--- config.mk ---
export PLATFORM = sky130hd
export DESIGN_NAME = coin_acceptor
export DESIGN_NICKNAME = d
export VERILOG_FILES = /design/src/rtl/vending_pkg.sv /design/src/rtl/coin_debounce.sv /design/src/rtl/coin_acceptor.sv
export SDC_FILE = /design/constraint.sdc
export NUM_CORES = 1
export LEC_CHECK = 0
export BUFFER_PORTS_ARGS = -buffer_cell sky130_fd_sc_hd__buf_2
export CAP_MARGIN = 30
export CORE_MARGIN = 1.5
export CORE_UTILIZATION = 35
export DETAILED_ROUTE_END_ITERATION = 12
export MAX_ROUTING_LAYER = met4
export PLACE_DENSITY_LB_ADDON = 0.12
export SKIP_LAST_GASP = 1
export SYNTH_ARGS = -nofsm -noshare
export SYNTH_HDL_FRONTEND = slang
export SYNTH_SLANG_ARGS = --single-unit
--- constraint.sdc ---
create_clock -name clock -period 3.6 [get_ports clock]
set_input_delay 0.36 -clock clock [delete_from_list [all_inputs] [get_ports clock]]
set_output_delay 0.36 -clock clock [all_outputs]
set_load 0.005 [all_outputs]
--- src/rtl/vending_pkg.sv ---
// Shared vending-machine types: coin encoding and the one-hot output FSM states.
package vending_pkg;

  typedef enum logic {
    COIN_NICKEL = 1'b0,
    COIN_DIME   = 1'b1
  } coin_t;

  typedef enum logic [2:0] {
    IDLE  = 3'b001,
    ISSUE = 3'b010,
    GAP   = 3'b100
  } out_state_t;

endpackage

--- src/rtl/coin_debounce.sv ---
// Per-sensor debouncer emitting a one-cycle rise strobe on each accepted 0->1 level change.
// Optional 2-flop input synchronizer enabled by COIN_ACCEPTOR_SYNC_EN.
module coin_debounce #(
  parameter int DEBOUNCE_CYCLES = 4
) (
  input  logic clock,
  input  logic reset,
  input  logic sense,
  output logic rise
);

  localparam int CNT_W = $clog2(DEBOUNCE_CYCLES + 1);
  localparam logic [CNT_W-1:0] CNT_LAST = CNT_W'(DEBOUNCE_CYCLES - 1);

  logic             sample;
  logic             level;
  logic [CNT_W-1:0] cnt;
  logic             hit;

`ifdef COIN_ACCEPTOR_SYNC_EN
  logic sync_p0;
  logic sync_p1;

  // synchronizer stages p0 -> p1
  always_ff @(posedge clock or negedge reset) begin
    if (!reset) begin
      sync_p0 <= 1'b0;
      sync_p1 <= 1'b0;
    end else begin
      sync_p0 <= sense;
      sync_p1 <= sync_p0;
    end
  end

  assign sample = sync_p1;
`else
  assign sample = sense;
`endif

  // The toggle happens on the edge that would bring the count to DEBOUNCE_CYCLES.
  always_comb begin
    hit  = (sample != level) && (cnt == CNT_LAST);
    rise = hit && sample;
  end

  always_ff @(posedge clock or negedge reset) begin
    if (!reset) begin
      level <= 1'b0;
      cnt   <= '0;
    end else if (sample == level) begin
      cnt <= '0;
    end else if (hit) begin
      level <= sample;
      cnt   <= '0;
    end else begin
      cnt <= cnt + 1'b1;
    end
  end

endmodule

--- src/rtl/coin_acceptor.sv ---
// Coin acceptor front end: debounced sensors feed a coin FIFO drained by a paced output FSM.
// Build option COIN_ACCEPTOR_SYNC_EN adds input synchronizers inside coin_debounce.
module coin_acceptor
  import vending_pkg::*;
#(
  parameter int DEBOUNCE_CYCLES = 4,
  parameter int FIFO_DEPTH      = 4,
  parameter int GAP_CYCLES      = 1
) (
  input  logic                              clock,
  input  logic                              reset,
  input  logic                              nickel_sense,
  input  logic                              dime_sense,
  input  logic                              ready,
  output logic                              nickel_in,
  output logic                              dime_in,
  output logic                              coin_reject,
  output logic [$clog2(FIFO_DEPTH+1)-1:0]   fifo_count
);

  localparam int CNT_W = $clog2(FIFO_DEPTH + 1);
  localparam int PTR_W = $clog2(FIFO_DEPTH);
  localparam int GAP_W = (GAP_CYCLES > 1) ? $clog2(GAP_CYCLES) : 1;
  localparam logic [CNT_W-1:0] CNT_FULL = CNT_W'(FIFO_DEPTH);
  localparam logic [GAP_W-1:0] GAP_LAST = GAP_W'(GAP_CYCLES - 1);

  logic nickel_rise;
  logic dime_rise;

  coin_debounce #(.DEBOUNCE_CYCLES(DEBOUNCE_CYCLES)) u_nickel_db (
    .clock (clock),
    .reset (reset),
    .sense (nickel_sense),
    .rise  (nickel_rise)
  );

  coin_debounce #(.DEBOUNCE_CYCLES(DEBOUNCE_CYCLES)) u_dime_db (
    .clock (clock),
    .reset (reset),
    .sense (dime_sense),
    .rise  (dime_rise)
  );

  coin_t             mem [FIFO_DEPTH];
  logic [PTR_W-1:0]  wr_ptr;
  logic [PTR_W-1:0]  rd_ptr;
  coin_t             head;
  coin_t             push_type;
  logic              fifo_full;
  logic              fifo_empty;
  logic              both_rise;
  logic              single_rise;
  logic              push;
  logic              pop;
  logic              reject_d;

  out_state_t        state_q;
  out_state_t        state_d;
  logic [GAP_W-1:0]  gap_cnt;

  // A simultaneous pop frees a slot on the same edge, so a full FIFO still takes the coin.
  always_comb begin
    fifo_full   = (fifo_count == CNT_FULL);
    fifo_empty  = (fifo_count == '0);
    head        = mem[rd_ptr];
    both_rise   = nickel_rise && dime_rise;
    single_rise = nickel_rise ^ dime_rise;
    push_type   = dime_rise ? COIN_DIME : COIN_NICKEL;
    push        = single_rise && (!fifo_full || pop);
    reject_d    = both_rise || (single_rise && fifo_full && !pop);
  end

  always_ff @(posedge clock) begin
    if (push) begin
      mem[wr_ptr] <= push_type;
    end
  end

  always_ff @(posedge clock or negedge reset) begin
    if (!reset) begin
      wr_ptr     <= '0;
      rd_ptr     <= '0;
      fifo_count <= '0;
    end else begin
      if (push) begin
        wr_ptr <= wr_ptr + 1'b1;
      end
      if (pop) begin
        rd_ptr <= rd_ptr + 1'b1;
      end
      unique case ({push, pop})
        2'b10:   fifo_count <= fifo_count + 1'b1;
        2'b01:   fifo_count <= fifo_count - 1'b1;
        default: fifo_count <= fifo_count;
      endcase
    end
  end

  always_ff @(posedge clock or negedge reset) begin
    if (!reset) begin
      state_q <= IDLE;
      gap_cnt <= '0;
    end else begin
      state_q <= state_d;
      gap_cnt <= (state_q == GAP) ? gap_cnt + 1'b1 : '0;
    end
  end

  // ready only matters in IDLE; ISSUE and GAP always run to completion.
  always_comb begin
    state_d = state_q;
    pop     = 1'b0;
    unique case (state_q)
      IDLE: begin
        if (!fifo_empty && ready) begin
          pop     = 1'b1;
          state_d = ISSUE;
        end
      end
      ISSUE: state_d = GAP;
      GAP: begin
        if (gap_cnt == GAP_LAST) begin
          state_d = IDLE;
        end
      end
      default: state_d = IDLE;
    endcase
  end

  always_ff @(posedge clock or negedge reset) begin
    if (!reset) begin
      nickel_in   <= 1'b0;
      dime_in     <= 1'b0;
      coin_reject <= 1'b0;
    end else begin
      nickel_in   <= pop && (head == COIN_NICKEL);
      dime_in     <= pop && (head == COIN_DIME);
      coin_reject <= reject_d;
    end
  end

endmodule

# Word level (Yosys, flattened, before mapping)
# Memories as Yosys holds them, arrays and structs flattened.
# Cells that the tools add are included.
[word_totals]
ff_bits = 22
mem_bits_rw = 4
inputBits = 5
out_inout_bits = 6
word_cells = 73
n_memories = 1
[memory_table]
columns = ["memory", "words", "word_bits", "rd", "rd_ports_with_merged_regs", "write_ports", "line", "text"]
rows = [
  ["mem", 4, 1, 1, 0, 1, "coin_acceptor.sv:44", "coin_t mem [FIFO_DEPTH];"],
]
[op_classes]
n_addsub = 7
eq_ne = 14
mux = 14
n_bitwise = 4
n_reduce_logical = 21
[ops]
columns = ["operator", "count"]
rows = [
  ["$mux 3", 6],
  ["$logic_and 1x1->1", 11],
  ["$add 3x1->3 const B", 3],
  ["$eq 3x2->1 const B", 3],
  ["$pmux 3 s3", 1],
  ["$eq 3x3->1 const B", 2],
  ["$mux 1", 6],
  ["$pmux 3 s2", 1],
  ["$reduce_and 2->1", 3],
  ["$add 2x1->2 const B", 2],
  ["$ne 2x2->1 const B", 2],
  ["$eq 3x1->1 const B", 1],
  ["$logic_not 1->1", 3],
  ["$logic_not 3->1", 1],
  ["$not 1->1", 3],
  ["$sub 3x1->3 const B", 1],
  ["$eq 1x1->1", 2],
  ["$eq 2x1->1 const B", 1],
  ["$eq 2x2->1 const B", 1],
  ["$logic_or 1x1->1", 2],
  ["$ne 1x1->1", 2],
  ["$reduce_bool 2->1", 1],
  ["$add 1x1->1 const B", 1],
  ["$xor 1x1->1", 1],
]

# Longest topological paths before layout
[depth]
depth_word = 9
ltp_mapped = 11
depth_no_buf = 11

# Cells and area by module
# From an unflattened synthesis, not the netlist that was laid out.
[hier_totals]
hier_cells = 96
hier_area_um2 = 1231.2
[modules_own_cells]
columns = ["module", "n_inst", "cells_each", "area_each_um2", "seq_area_each_um2"]
rows = [
  ["coin_acceptor", 1, 72, 868.3, 471.7],
  ["coin_debounce", 2, 12, 181.4, 100.1],
]

# Worst setup path after synthesis
# No wires, ideal clock.
[synth_path]
kind = "register to register"
from = "reg u_dime_db.cnt[0]"
to = "reg fifo_count[1]"
setup_time_ns = 0.079
t_arrival_ns = 2.410
t_required_ns = 3.521
path_slack_ns = 1.111
path_stages_with_launch = 10
path_buffers = 0
synth_period_minus_slack_ns = 2.489
cell_sequence = "dfrtp_1 ha_1 nor2b_1 and3b_1 ha_1 clkinv_1 nand2_1 fa_1 a2111oi_0 a2bb2oi_1"
[synth_via]
elab_chain_cells = 7
word_cells_on_any_way = 9
classes_between = "eq/ne: 3; mux: 1; bitwise: 1; reduce/logical: 4"
[synth_lines]
columns = ["element", "line", "text"]
rows = [
  ["from (decl)", "coin_debounce.sv:17", "logic [CNT_W-1:0] cnt;"],
  ["from (signal assigned)", "coin_debounce.sv:56", "cnt <= cnt + 1'b1;"],
  ["$eq 3x2->1 *", "coin_debounce.sv:42", "hit = (sample != level) && (cnt == CNT_LAST);"],
  ["$logic_and 1x1->1 *", "coin_debounce.sv:42", ""],
  ["$logic_and 1x1->1 *", "coin_debounce.sv:43", "rise = hit && sample;"],
  ["via dime_rise", "coin_acceptor.sv:28", "logic dime_rise;"],
  ["$xor 1x1->1 *", "coin_acceptor.sv:67", "single_rise = nickel_rise ^ dime_rise;"],
  ["$logic_and 1x1->1 *", "coin_acceptor.sv:69", "push = single_rise && (!fifo_full || pop);"],
  ["$eq 2x1->1 or $eq 2x2->1 (tied branches)", "coin_acceptor.sv:91", "unique case ({push, pop})"],
  ["$pmux 3 s2 or $reduce_bool 2->1 (tied branches)", "n/a", ""],
  ["to (signal assigned)", "coin_acceptor.sv:92", "2'b10: fifo_count <= fifo_count + 1'b1;"],
  ["to (signal assigned)", "coin_acceptor.sv:93", "2'b01: fifo_count <= fifo_count - 1'b1;"],
  ["to (signal assigned)", "coin_acceptor.sv:94", "default: fifo_count <= fifo_count;"],
  ["to (decl)", "coin_acceptor.sv:18", "output logic [$clog2(FIFO_DEPTH+1)-1:0] fifo_count"],
]
# Mark *: on every way through the listed nets, which the timed path passes. The rest lies on a longest branch.
# A chain may end at the register's enable or synchronous reset.

# Worst setup path after layout
# Same ends and word-level chain as after synthesis.

==> results.json <==
{
  "status": "finished clean",
  "io_buffers": 10,
  "cp_max_fo": 8,
  "dieArea_um2": 3790,
  "p_switching_mw": 0.329,
  "worstMarginPinSlew_ps": 510,
  "ir_drop_mv": 0.283,
  "cts_num_sinks": 26,
  "syn_avg_cell_area_um2": 12.5,
  "drive_gt1_share_pct": 18.9,
  "grt_pass1_vias": 694,
  "fp.dieH_um": 61.6,
  "crit_path_top_delay_cell": "fa_1",
  "max_cap_viol_count": 0,
  "crit_path_end_kind": "flip-flop",
  "setup_tns_ps": 0,
  "slew_headroom_pct": 65.9,
  "setup_viol": 0,
  "muxShareOfSynthArea_pct": 4.69,
  "holdBufCountCts": 1,
  "seqPwrFrac_pct": 48.7,
  "grt_use_total_pct": 11.5,
  "finalNonFillerCells": 157,
  "grt_start_max_net_pins": 23,
  "clk_pin_slew_ps": 140,
  "ys_ff_latch": 26,
  "syn_nets": 109,
  "vias": 782,
  "setup.worst_path.class": "reg -> reg",
  "combPwrFrac_pct": 35.9,
  "htree_levels": 1,
  "synth_top_area_share_pct": 43.8,
  "rsz0062_at_grt": "no",
  "cts_tree": "yes",
  "power_frac_clock_pct": 15.3,
  "yosys.area.top_type": "dfrtp_1",
  "hold_class": "in -> reg",
  "cts_buffers": 3,
  "clock_skew_ps": 8.98,
  "nNetsFinal": 125,
  "synthSimpleGateAreaFrac_pct": 16.6,
  "switching_share_pct": 34.6,
  "via_per_inst": 4.98,
  "pre_cts_ws_ps": 906,
  "n_antenna_cell": 0,
  "arrival_ps": 2990,
  "synth_area_leaders": "dfrtp_1 (44%), edfxtp_1 (10%), ha_1 (7.3%)",
  "synth_cells": 96,
  "clkLatencyLatePin_ps": 320,
  "gp_congestion": 0.761,
  "start_util_pct": 36.3,
  "min_period_ps": 2730,
  "cp-start-kind": "flip-flop",
  "cellLeakagePower_nw": 0.619,
  "critPathMaxStageDelay_ps": 430,
  "dr.pass1.iters": 4,
  "final.setup.worst_slack_ps": 865,
  "synth-edff-count": 4,
  "synth_area_um2": 1200,
  "postCtsSetupRepairBufs": 0,
  "synthAdderAreaFrac_pct": 8.96,
  "drtAntennaViolNets": 0,
  "whs_ps": 300,
  "slew_violations": 0,
  "synth_seq_area_share_pct": 55.9,
  "grt_pass1_wl_um": 3060,
  "hpwl_um": 1410,
  "finalHoldViolCount": 0,
  "final_util_pct": 41.0,
  "synth_compound_area_share_pct": 6.77,
  "io_pins": 11,
  "wl_per_cell_um": 12.1,
  "critPathMostFrequentCell": "ha_1",
  "synth_xor_area_share_pct": 5.10,
  "drt_wl_total_um": 1900,
  "ys.flop_type": "dfrtp_1",
  "p_per_area_nw_per_um2": 702,
  "intPower_mw": 0.624,
  "overflow": 0,
  "cts_resized": 0,
  "required_ps": 3860,
  "dieWidth_um": 61.6,
  "path_cells": "ha_1 -> nor2b_1 -> and3b_1 -> ha_1 -> clkinv_1 -> nand2_1 -> fa_1 -> a2111oi_0 -> a2bb2oi_1",
  "dp_cells": 152,
  "fmax_mhz": 366,
  "synth_top_family_by_area": "simple AND/OR/NAND/NOR gates",
  "netlist-cell-type-count": 32,
  "coreArea_um2": 3310,
  "areaGrowthSynthToFinish_pct": 13.0,
  "timing.final.crit_share_pct": 76.0,
  "yosys_warnings": 0,
  "clk_path_buf_depth": 2,
  "async_flop_share_pct": 84.6,
  "root_buffer": "clkbuf_4",
  "drc_errors": 0,
  "antenna_found_initial": 0,
  "rows": 21,
  "drt_iter0_drc": 7
}
## synth_stat cells (2+ instances only)
library cell and instances:
edfxtp_1 4, mux2_2 3, inv_1 4, dfrtp_1 21, nand2_1 6, xor2_1 2, ha_1 7, nor2_1 5
o22ai_1 2, nor3b_1 2, and3b_1 2, nor2b_1 5, nor3_1 5, xnor2_1 5, and2_1 5, o21ai_0 2
## cell type report
class                      count  area [um2]
tap                           46        57.6
fill                         346        1950
inverter                       5        18.8
timing repair buffer          12        67.6
multi-input combinational     64         505
sequential                    26         672
clock buffer                   4        36.3
## state kept, by name, summed over array words and instances (netlist names), 2 cells and up
| signal | count |
|---|---|
| u_dime_db.cnt | 3 |
| wr_ptr | 2 |
| mem | 4 |
| rd_ptr | 2 |
| u_nickel_db.cnt | 3 |
| fifo_count | 3 |
| state_q | 3 |
## critical path: cells and delay by family, from the launching register on
| family | cells | cell delay, ps |
|---|---|---|
| flip-flops | 1 | 400 |
| adder cells (fa/ha/maj) | 3 | 1020 |
| buffers and inverters | 1 | 240 |
| AND/OR/NAND/NOR | 3 | 510 |
| AO/OA/AOI/OAI | 2 | 490 |
## final timing paths
check	start	end	slack, ps	cells past startpoint
worst max-delay path	u_dime_db.cnt[0]$_DFF_PN0_	fifo_count[1]$_DFFE_PN0P_	870	9
worst min-delay path	nickel_sense	u_nickel_db.level$_DFFE_PN0P_	300	2
min in group asynchronous	reset	state_q[1]$_DFFE_PN0P_	530	2
worst max register to register	u_dime_db.cnt[0]$_DFF_PN0_	fifo_count[1]$_DFFE_PN0P_	870	9
max in group asynchronous	reset	state_q[0]$_DFFE_PN1P_	2720	2
worst min register to register	u_dime_db.cnt[0]$_DFF_PN0_	u_dime_db.cnt[0]$_DFF_PN0_	450	1
## metal layers
layer	vias up	routed length, um	GRT usage, %
li1	372	-	-
met1	391	876	14.6
met2	17	935	18.2
met3	2	72	1.89
met4	0	20	4.56
met5	-	0	-
## cells in the final DEF, fill, tap and decap left out, drive strengths merged
master,count
dfrtp,21
a31oi,1
inv,4
nand3,1
fa,1
dlygate4sd3,1
nor4b,1
mux4,1
xnor2,5
edfxtp,4
nand4bb,1
nand2,6
nor2b,5
and2,5
a2111oi,1
buf,11
ha,7
a2bb2oi,1
clkinv,1
and4bb,1
a41o,1
clkbuf,4
o21ai,2
o31a,1
and3b,2
a32oi,1
o22ai,2
nor3b,2
nor3,5
nor2,5
o31ai,1
dfstp,1
xor2,2
mux2,3
## power by group through the flow
| stage | combinational, mW | sequential (mW) | clock [mW] |
|---|---|---|---|
| 3_3_place_gp | 0.339 | 0.470 | 0 |
| 2_1_floorplan | 0.261 | 0.457 | 0 |
| 5_1_grt | 0.397 | 0.478 | 0.165 |
| 3_5_place_dp | 0.345 | 0.472 | 0 |
| 6_report | 0.343 | 0.464 | 0.146 |
| 4_1_cts | 0.348 | 0.466 | 0.154 |
## cells by family after synthesis
| kind of cell | Yosys count |
|---|---|
| simple gates | 34 |
| flops | 26 |
| compound gates | 11 |
| buf+inv | 6 |
| mux | 4 |
| xor+xnor | 7 |
| fa+ha+maj | 8 |
## metrics by stage
step / instance area [um2] / total power [mW]
after floorplan: 1200 / 0.718
after global placement: 1310 / 0.809
after detailed placement: 1310 / 0.817
after CTS: 1360 / 0.968
after global routing: 1360 / 1.04
final: 1360 / 0.953
Note: power is estimated with default switching activity, not from simulation.
